### src/rtl/pad_ctrl_pkg.sv
// Shared encodings and constants for the zero-padding row-buffer sequencer.
// Slot indices are always 0..2; the three row slots are used as a circular buffer.
package pad_ctrl_pkg;

    localparam int DEFAULT_IMG_W = 416;
    localparam int DEFAULT_IMG_H = 416;

    // Top-level sequencer states
    localparam logic [2:0] ST_IDLE = 3'd0;
    localparam logic [2:0] ST_CLR  = 3'd1;
    localparam logic [2:0] ST_LOAD = 3'd2;
    localparam logic [2:0] ST_WIN  = 3'd3;
    localparam logic [2:0] ST_DONE = 3'd4;

    // Column phases inside one LOAD row
    localparam logic [1:0] PH_LEFT  = 2'd0;
    localparam logic [1:0] PH_BODY  = 2'd1;
    localparam logic [1:0] PH_RIGHT = 2'd2;

    typedef logic [1:0] slot_t;

    // Next slot in the 0 -> 1 -> 2 -> 0 ring.
    function automatic slot_t slot_inc(input slot_t s);
        return (s == 2'd2) ? 2'd0 : s + 2'd1;
    endfunction

endpackage

### src/rtl/pad_slot_rotator.sv
// Tracks which physical slot holds the top, middle and bottom row of the window.
// The slot that is about to drop out of the window (current top) is the refill target.
module pad_slot_rotator
    import pad_ctrl_pkg::*;
(
    input  logic  clk,
    input  logic  reset,
    input  logic  clear,
    input  logic  rotate,
    output slot_t top,
    output slot_t mid,
    output slot_t bot,
    output slot_t refill
);

    always_ff @(posedge clk or negedge reset) begin
        if (!reset) begin
            top <= 2'd0;
            mid <= 2'd1;
            bot <= 2'd2;
        end else if (clear) begin
            top <= 2'd0;
            mid <= 2'd1;
            bot <= 2'd2;
        end else if (rotate) begin
            // NOTE: non-blocking assignments make this a true three-way swap on old values.
            top <= mid;
            mid <= bot;
            bot <= top;
        end
    end

    assign refill = top;

endmodule

### src/rtl/pad_row_ctrl.sv
// Sequencer that streams an image into three circular padded row slots and
// presents one 3-row window per output row to the conv engine.
module pad_row_ctrl
    import pad_ctrl_pkg::*;
#(
    parameter int IMG_W = DEFAULT_IMG_W,
    parameter int IMG_H = DEFAULT_IMG_H,
    parameter int COL_W = 9,
    parameter int ROW_W = 9
) (
    input  logic             clk,
    input  logic             reset,
    input  logic             start,
    input  logic             img_valid,
    output logic             img_ready,
    input  logic             win_ack,
    output logic             wr_en,
    output logic [1:0]       wr_slot,
    output logic [COL_W-1:0] wr_col,
    output logic             zero_fill,
    output logic             win_valid,
    output logic [1:0]       win_top,
    output logic [1:0]       win_mid,
    output logic [1:0]       win_bot,
    output logic [ROW_W-1:0] out_row,
    output logic             busy,
    output logic             frame_done
);

    localparam logic [COL_W-1:0] COL_FIRST = COL_W'(1);
    localparam logic [COL_W-1:0] COL_LAST  = COL_W'(IMG_W);
    localparam logic [COL_W-1:0] COL_RIGHT = COL_W'(IMG_W + 1);
    localparam logic [ROW_W-1:0] ROW_LAST  = ROW_W'(IMG_H - 1);
    localparam logic [ROW_W-1:0] ROW_PEN   = ROW_W'(IMG_H - 2);

    logic [2:0]       state;
    logic [1:0]       phase;
    logic [COL_W-1:0] col;
    logic [1:0]       pro_cnt;
    slot_t            tgt;

    logic  win_taken;
    logic  rot_clear;
    logic  rot_pulse;
    slot_t rot_top;
    slot_t rot_mid;
    slot_t rot_bot;
    slot_t rot_refill;

    assign win_taken = (state == ST_WIN) && win_valid && win_ack;
    assign rot_clear = (state == ST_IDLE) && start;
    assign rot_pulse = win_taken && (out_row != ROW_LAST);

    pad_slot_rotator u_rot (
        .clk    (clk),
        .reset  (reset),
        .clear  (rot_clear),
        .rotate (rot_pulse),
        .top    (rot_top),
        .mid    (rot_mid),
        .bot    (rot_bot),
        .refill (rot_refill)
    );

    assign win_top = rot_top;
    assign win_mid = rot_mid;
    assign win_bot = rot_bot;

    always_ff @(posedge clk or negedge reset) begin
        if (!reset) begin
            state      <= ST_IDLE;
            phase      <= PH_LEFT;
            col        <= '0;
            pro_cnt    <= '0;
            tgt        <= '0;
            img_ready  <= 1'b0;
            wr_en      <= 1'b0;
            wr_slot    <= '0;
            wr_col     <= '0;
            zero_fill  <= 1'b0;
            win_valid  <= 1'b0;
            out_row    <= '0;
            busy       <= 1'b0;
            frame_done <= 1'b0;
        end else begin
            wr_en      <= 1'b0;
            zero_fill  <= 1'b0;
            frame_done <= 1'b0;

            case (state)
                ST_IDLE: begin
                    wr_col <= '0;
                    if (start) begin
                        state   <= ST_CLR;
                        busy    <= 1'b1;
                        col     <= '0;
                        pro_cnt <= '0;
                        tgt     <= '0;
                        out_row <= '0;
                    end
                end

                ST_CLR: begin
                    wr_en     <= 1'b1;
                    zero_fill <= 1'b1;
                    wr_slot   <= tgt;
                    wr_col    <= col;
                    if (col == COL_RIGHT) begin
                        col <= '0;
                        if (pro_cnt != 2'd2) begin
                            pro_cnt <= pro_cnt + 2'd1;
                            tgt     <= slot_inc(tgt);
                            state   <= ST_LOAD;
                            phase   <= PH_LEFT;
                        end else begin
                            state <= ST_WIN;
                        end
                    end else begin
                        col <= col + COL_FIRST;
                    end
                end

                ST_LOAD: begin
                    case (phase)
                        PH_LEFT: begin
                            wr_en     <= 1'b1;
                            zero_fill <= 1'b1;
                            wr_slot   <= tgt;
                            wr_col    <= '0;
                            col       <= COL_FIRST;
                            phase     <= PH_BODY;
                            img_ready <= 1'b1;
                        end
                        PH_BODY: begin
                            // A pixel is consumed only when the source offers it; otherwise hold.
                            if (img_valid) begin
                                wr_en   <= 1'b1;
                                wr_slot <= tgt;
                                wr_col  <= col;
                                col     <= col + COL_FIRST;
                                if (col == COL_LAST) begin
                                    img_ready <= 1'b0;
                                    phase     <= PH_RIGHT;
                                end
                            end
                        end
                        default: begin
                            wr_en     <= 1'b1;
                            zero_fill <= 1'b1;
                            wr_slot   <= tgt;
                            wr_col    <= COL_RIGHT;
                            col       <= '0;
                            phase     <= PH_LEFT;
                            if (pro_cnt != 2'd2) begin
                                pro_cnt <= pro_cnt + 2'd1;
                                tgt     <= slot_inc(tgt);
                            end else begin
                                state <= ST_WIN;
                            end
                        end
                    endcase
                end

                ST_WIN: begin
                    wr_col <= '0;
                    // win_valid rises one cycle after entry so the last row write has landed.
                    if (win_taken) begin
                        win_valid <= 1'b0;
                        if (out_row == ROW_LAST) begin
                            state <= ST_DONE;
                        end else begin
                            out_row <= out_row + ROW_W'(1);
                            tgt     <= rot_refill;
                            col     <= '0;
                            if (out_row == ROW_PEN) begin
                                state <= ST_CLR;
                            end else begin
                                state <= ST_LOAD;
                                phase <= PH_LEFT;
                            end
                        end
                    end else begin
                        win_valid <= 1'b1;
                    end
                end

                ST_DONE: begin
                    busy       <= 1'b0;
                    frame_done <= 1'b1;
                    state      <= ST_IDLE;
                end

                default: begin
                    state <= ST_IDLE;
                end
            endcase
        end
    end

endmodule
### config.mk
export PLATFORM = sky130hd
export DESIGN_NAME = pad_row_ctrl
export DESIGN_NICKNAME = d
export VERILOG_FILES = /design/src/rtl/pad_ctrl_pkg.sv /design/src/rtl/pad_slot_rotator.sv /design/src/rtl/pad_row_ctrl.sv
export SDC_FILE = /design/constraint.sdc
export NUM_CORES = 1
export LEC_CHECK = 0
export ABC_CLOCK_PERIOD_IN_PS = 1800
export CAP_MARGIN = 15
export CORE_MARGIN = 3
export CORE_UTILIZATION = 49
export CTS_CLUSTER_DIAMETER = 30
export DETAILED_ROUTE_END_ITERATION = 8
export GPL_ROUTABILITY_DRIVEN = 0
export PLACE_DENSITY = 0.75
export SLEW_MARGIN = 15
export SYNTH_ARGS = -nofsm -noshare
export SYNTH_HDL_FRONTEND = slang
export SYNTH_SLANG_ARGS = --single-unit
### constraint.sdc
create_clock -name clk -period 1.8 [get_ports clk]
set_input_delay 0.45 -clock clk [delete_from_list [all_inputs] [get_ports clk]]
set_output_delay 0.45 -clock clk [all_outputs]
set_load 0.01 [all_outputs]
# == After elaboration in Yosys (flattened, before gate mapping) ==
# Index checks and enable logic that the tools add are counted.
# totals
out_inout_bits,32
ff_bits,50
elab_cells,136
input_bits,5
# classes
addsub,4
n_eq_ne,24
n_mux,64
reduce_logical,27
# op_table
operator,count
two-way mux 9 bit,8
case mux 9 bit (2 select lines),3
two-way mux 2 bit,26
"== test 9 bit, second input constant",4
case mux 9 bit (4 select lines),1
case mux 9 bit (3 select lines),1
"!= test 2 bit, second input constant",11
"adder 9 x 1 -> 9 bit, second input constant",2
two-way mux 3 bit,6
case mux 2 bit (3 select lines),2
case mux 3 bit (4 select lines),1
AND reduction 4 bit,3
AND reduction 5 bit,2
nonzero test 2 bit,5
two-way mux 1 bit,9
"!= test 9 bit, second input constant",1
nonzero test 3 bit,3
case mux 1 bit (2 select lines),4
case mux 2 bit (2 select lines),2
case mux 2 bit (4 select lines),1
AND reduction 8 bit,1
"== test 3 x 2 -> 1 bit, second input constant",2
"!= test 3 bit, second input constant",2
AND reduction 2 bit,3
11 further kinds,16

# == Depth between registers and ports, before layout ==
# depth
word_depth,6
mapped_depth,7
mapped_depth_nobuf,7

# == Hierarchy ==
# A second synthesis with hierarchy kept.
# hier_totals
hier_cells,266
hier_area_um2,2661.3
# modules_own_cells
module,n_inst,cells_each,area_each_um2,seq_area_each_um2
pad_row_ctrl,1,245,2397.3,1101.1
pad_slot_rotator,1,21,264.0,152.6

# == Least setup slack after synthesis ==
# No wires, ideal clock.
# synth_path
path_kind,register to register
start,register out_row[0]
end,register col[2]
slack_ns,-0.131
setup_ns,0.132
n_path_buf,0
path_stages_with_launch,7
arrival_ns,1.799
period_less_slack_ns,1.931
required_time_ns,1.668
path_cell_list,dfrtp_1 > ha_1 > nand3_1 > or4_1 > o211ai_1 > nand2b_1 > o21ai_0
# synth_via
elab_chain_len,3
# synth_rtl
item,line,text
from (decl),pad_row_ctrl.sv:25,"output logic [ROW_W-1:0] out_row,"
from (signal assigned),pad_row_ctrl.sv:172,out_row <= out_row + ROW_W'(1);
== test 9 bit,pad_row_ctrl.sv:169,if (out_row == ROW_LAST) begin
!= test 2 bit (no line),n/a,
AND reduction 5 bit (no line),n/a,
to (signal assigned),pad_row_ctrl.sv:119,col <= col + COL_FIRST;
to (signal assigned),pad_row_ctrl.sv:140,col <= col + COL_FIRST;
to (decl),pad_row_ctrl.sv:38,logic [COL_W-1:0] col;
# No other way between the ends.
# A chain may end at the register's enable or synchronous reset.

# == Final worst setup path ==
# layout_path
start,register col[3]
end,register state[0]
# layout_via
elab_chain_len,3
# layout_rtl
item,line,text
== test 9 bit,pad_row_ctrl.sv:108,if (col == COL_RIGHT) begin
!= test 2 bit (no line),n/a,
AND reduction 5 bit (no line),n/a,
to (signal assigned),pad_row_ctrl.sv:94,state <= ST_CLR;
to (signal assigned),pad_row_ctrl.sv:113,state <= ST_LOAD;
to (signal assigned),pad_row_ctrl.sv:116,state <= ST_WIN;
to (decl),pad_row_ctrl.sv:36,logic [2:0] state;
# No other way between the ends.

==> flow_metrics.py <==
metrics = {
    "logic_synthesis": {
        "yosysTopAreaCellShare": 0.4457,
        "synth_area_leaders": "dfrtp_1 (45%), o21ai_0 (5.9%), nand2_1 (4.7%)",
        "synth_nets": 294,
        "syn_avg_cell_area_um2": 9.523,
        "synth_cell_type_count": 51,
        "yosysWarnings": 0,
        "yosys.area.top_type": "dfrtp_1",
        "netlist_area_mm2": 0.002695,
        "ys_ff_latch": 50,
        "synthCells": 283,
        "ys_seq_area_frac": 0.4652,
    },
    "drt": {
        "num_vias": 2586,
        "drc": 0,
        "post_drt_wl_per_cell_um": 16.09,
        "drt-initial-drc-count": 198,
        "firstDrtPassIters": 4,
        "ant_nets": 0,
        "wirelength_um": 7273,
        "via_per_inst": 5.721,
    },
    "global_route": {
        "grt_pass1_vias": 2504,
        "grt-ovfl-total": 0,
        "antenna_found_initial": 0,
        "grt_pass1_wl_um": 11900,
        "grt_usage": 0.2356,
        "grt_start_max_net_pins": 23,
    },
    "floorplan": {
        "rows": 26,
        "core_mm2": 0.005205,
        "fp.dieW_um": 80.17,
        "die_height_um": 80.17,
        "pin_count": 37,
        "start_util": 0.5178,
        "die_area_mm2": 0.006426,
    },
    "setup_path": {
        "critical_path_arrival_ps": 2120,
        "crit_chain": "nor4bb_1 -> buf_4 -> a311o_1 -> buf_4 -> o2111a_2 -> mux2_4",
        "path_delay_family": "compound AO/OA/AOI/OAI gates",
        "crit_required_ps": 1990,
        "startpoint_type": "flop",
        "crit_top_cell": "buf_4",
        "cp_slowest_stage_delay_ps": 380,
        "crit_slowest_cell": "dfrtp_1",
        "end_kind": "flop",
        "critPathKind": "reg -> reg",
        "cp_max_fo": 4,
        "crit_buf_inv": 2,
    },
    "clock_network": {
        "clk_pin_slew_ps": 90,
        "cts_buffers": 5,
        "holdBufCountCts": 0,
        "clock_path_buffers": 2,
        "tritoncts": "done",
        "cts_sinks": 50,
        "clk_latency_ps": 310,
        "htree_levels": 2,
        "cts-root-buf": "clkbuf_8",
    },
    "finish": {
        "mostFrequentLayoutCells": "buf_4 (58), dfrtp_1 (45), nand2_1 (32), o21ai_0 (22), clkdlybuf4s50_1 (22)",
        "stdcell_area_mm2": 0.003852,
        "nFillCells": 389,
        "final_common_cell": "buf_4",
        "fin_nets": 392,
        "syn_to_final_growth_pct": 42.94,
        "layout-drive-gt1-share": 0.2984,
        "diodes": 0,
        "final_util": 0.7401,
    },
    "power": {
        "switching_share": 0.3898,
        "power_frac_seq": 0.293,
        "leakage_nw": 1.838,
        "combPwrFrac": 0.562,
        "power.switching_mw": 2.122,
        "p_clk_frac": 0.145,
        "totalPowerFinal_mw": 5.443,
        "power_density_mw_per_mm2": 1413,
        "ir_worst_vdd_mv": 0.9006,
        "internal_power_mw": 3.321,
    },
    "placed_design": {
        "hpwl_um": 4994,
        "place_area_mm2": 0.003556,
        "io_buffers": 36,
    },
    "sta": {
        "rsz0062_at_grt": "yes",
        "slew_violations": 0,
        "max_slew_margin": 0.7405,
        "hold_violations": 0,
        "worst_slack_ps": -127.4,
        "period_needed_ps": 1927,
        "worstMarginPinSlew_ps": 389.3,
        "worst_clock_skew_ps": 9.697,
        "setup_violations": 16,
        "max_freq_mhz": 518.8,
        "timing.final.crit_share": 1.071,
    },
    "run": {
        "maxCapViolCount": 0,
    },
    "run_status": {
        "status": "complete, but fails checks",
        "violations": "setup timing",
    },
    "worst_hold_path": {
        "hp-class": "in -> async",
    },
}
==> sequential cells by signal, indices dropped and copies added, names as in the netlist <==
register	flops
out_row	9
wr_col	9
win_valid	1
tgt	2
pro_cnt	2
u_rot.refill	2
img_ready	1
col	9
wr_slot	2
state	3
phase	2
zero_fill	1
frame_done	1
u_rot.mid	2
wr_en	1
u_rot.bot	2
busy	1
==> power groups by stage <==
stage | clock network [mW] | logic (mW) | registers [mW]
6_report | 0.787 | 3.06 | 1.60
3_3_place_gp | 0 | 2.66 | 1.59
5_1_grt | 0.851 | 3.34 | 1.63
4_1_cts | 0.799 | 2.85 | 1.58
2_1_floorplan | 0 | 1.46 | 1.69
3_5_place_dp | 0 | 2.73 | 1.60
==> stage by stage <==
stage / std cells / setup TNS (ps) / hold slack [ps] / worst slack [ps]
CTS: 449 / -593.0 / 63.49 / -70.58
detailed placement: 436 / -8333 / 390.7 / -473.3
finish: 452 / -875.0 / 52.55 / -127.4
floorplan: 283 / 0 / 154.4 / 2.578
global placement: 436 / -6886 / 391.5 / -421.3
global route: 452 / -2213 / 55.67 / -187.3
==> worst paths after layout <==
| path | from | endpoint | slack [ps] | cells past startpoint |
|---|---|---|---|---|
| worst max-delay path | col[3] | state[0] | -130 | 6 |
| worst min-delay path | reset | out_row[6] | 50 | 1 |
| worst max register to register | col[3] | state[0] | -130 | 6 |
| worst min register to register | wr_col[0] | wr_col[0] | 480 | 2 |
| max in group asynchronous | reset | state[0] | 1170 | 2 |
| min in group clk | wr_col[0] | wr_col[0] | 480 | 2 |
==> Yosys cell counts, drive strengths merged <==
cell type and count:
a311o 1, dfrtp 48, a21boi 1, o31ai 10, clkbuf 8, and2b 1
a21oi 22, buf 4, and2 5, nor4b 3, o211ai 2, a22o 6
inv 10, or4 2, o21ai 33, mux2 7, o22ai 3, nand3 8
xor2 2, a311oi 1, nand3b 4, a2bb2oi 2, nand4 4, nor3 2
and3 7, nand2 34, a21o 2, nand2b 6, a31oi 3, o2111a 2
mux2i 2, nor3b 2, nor4bb 2, ha 6, or3 2, and4b 1
nor2 15, o41ai 1, o2111ai 2, a32oi 1, nor2b 2, nand4b 1
o21bai 1, dfstp 2
==> repair_timing <==
action                     CTS  global route
pin swaps                   11            12
buffers inserted             5             3
gates resized for setup     25            33
setup endpoints to repair   23            30
==> cells by family (layout without fill, tap and decap cells) <==
logic type	after synthesis	in the layout	synth area share
and+or+nand+nor	101	101	0.2052
AOI/OAI and AO/OA	93	93	0.2228
DFF	50	50	0.4652
buffers and inverters	22	121	0.03575
muxes	9	9	0.03667
adders and majority gates	6	6	0.02785
xor gates and xnor gates	2	2	0.006501
==> per-layer routing <==
metal	part of all wire	track usage	vias up	wire (um)
li1	-	-	1231	-
met1	0.45	0.3228	1253	3273
met2	0.48	0.3816	83	3456
met3	0.054	0.04036	19	392
met4	0.021	0.07095	0	151
met5	0	0	-	0
==> cell type report <==
type | instances | area (um2) | share of cell area
multi-input cells | 211 | 1464 | 0.3800
clock buffers | 7 | 76.32 | 0.01981
inverters | 10 | 37.54 | 0.009743
well taps | 70 | 87.58 | 0.02273
flip-flops and latches | 50 | 1257 | 0.3264
repair buffers | 103 | 899.6 | 0.2335
clock inverters | 1 | 30.03 | 0.007795
Power figures use the tool's default switching activity.
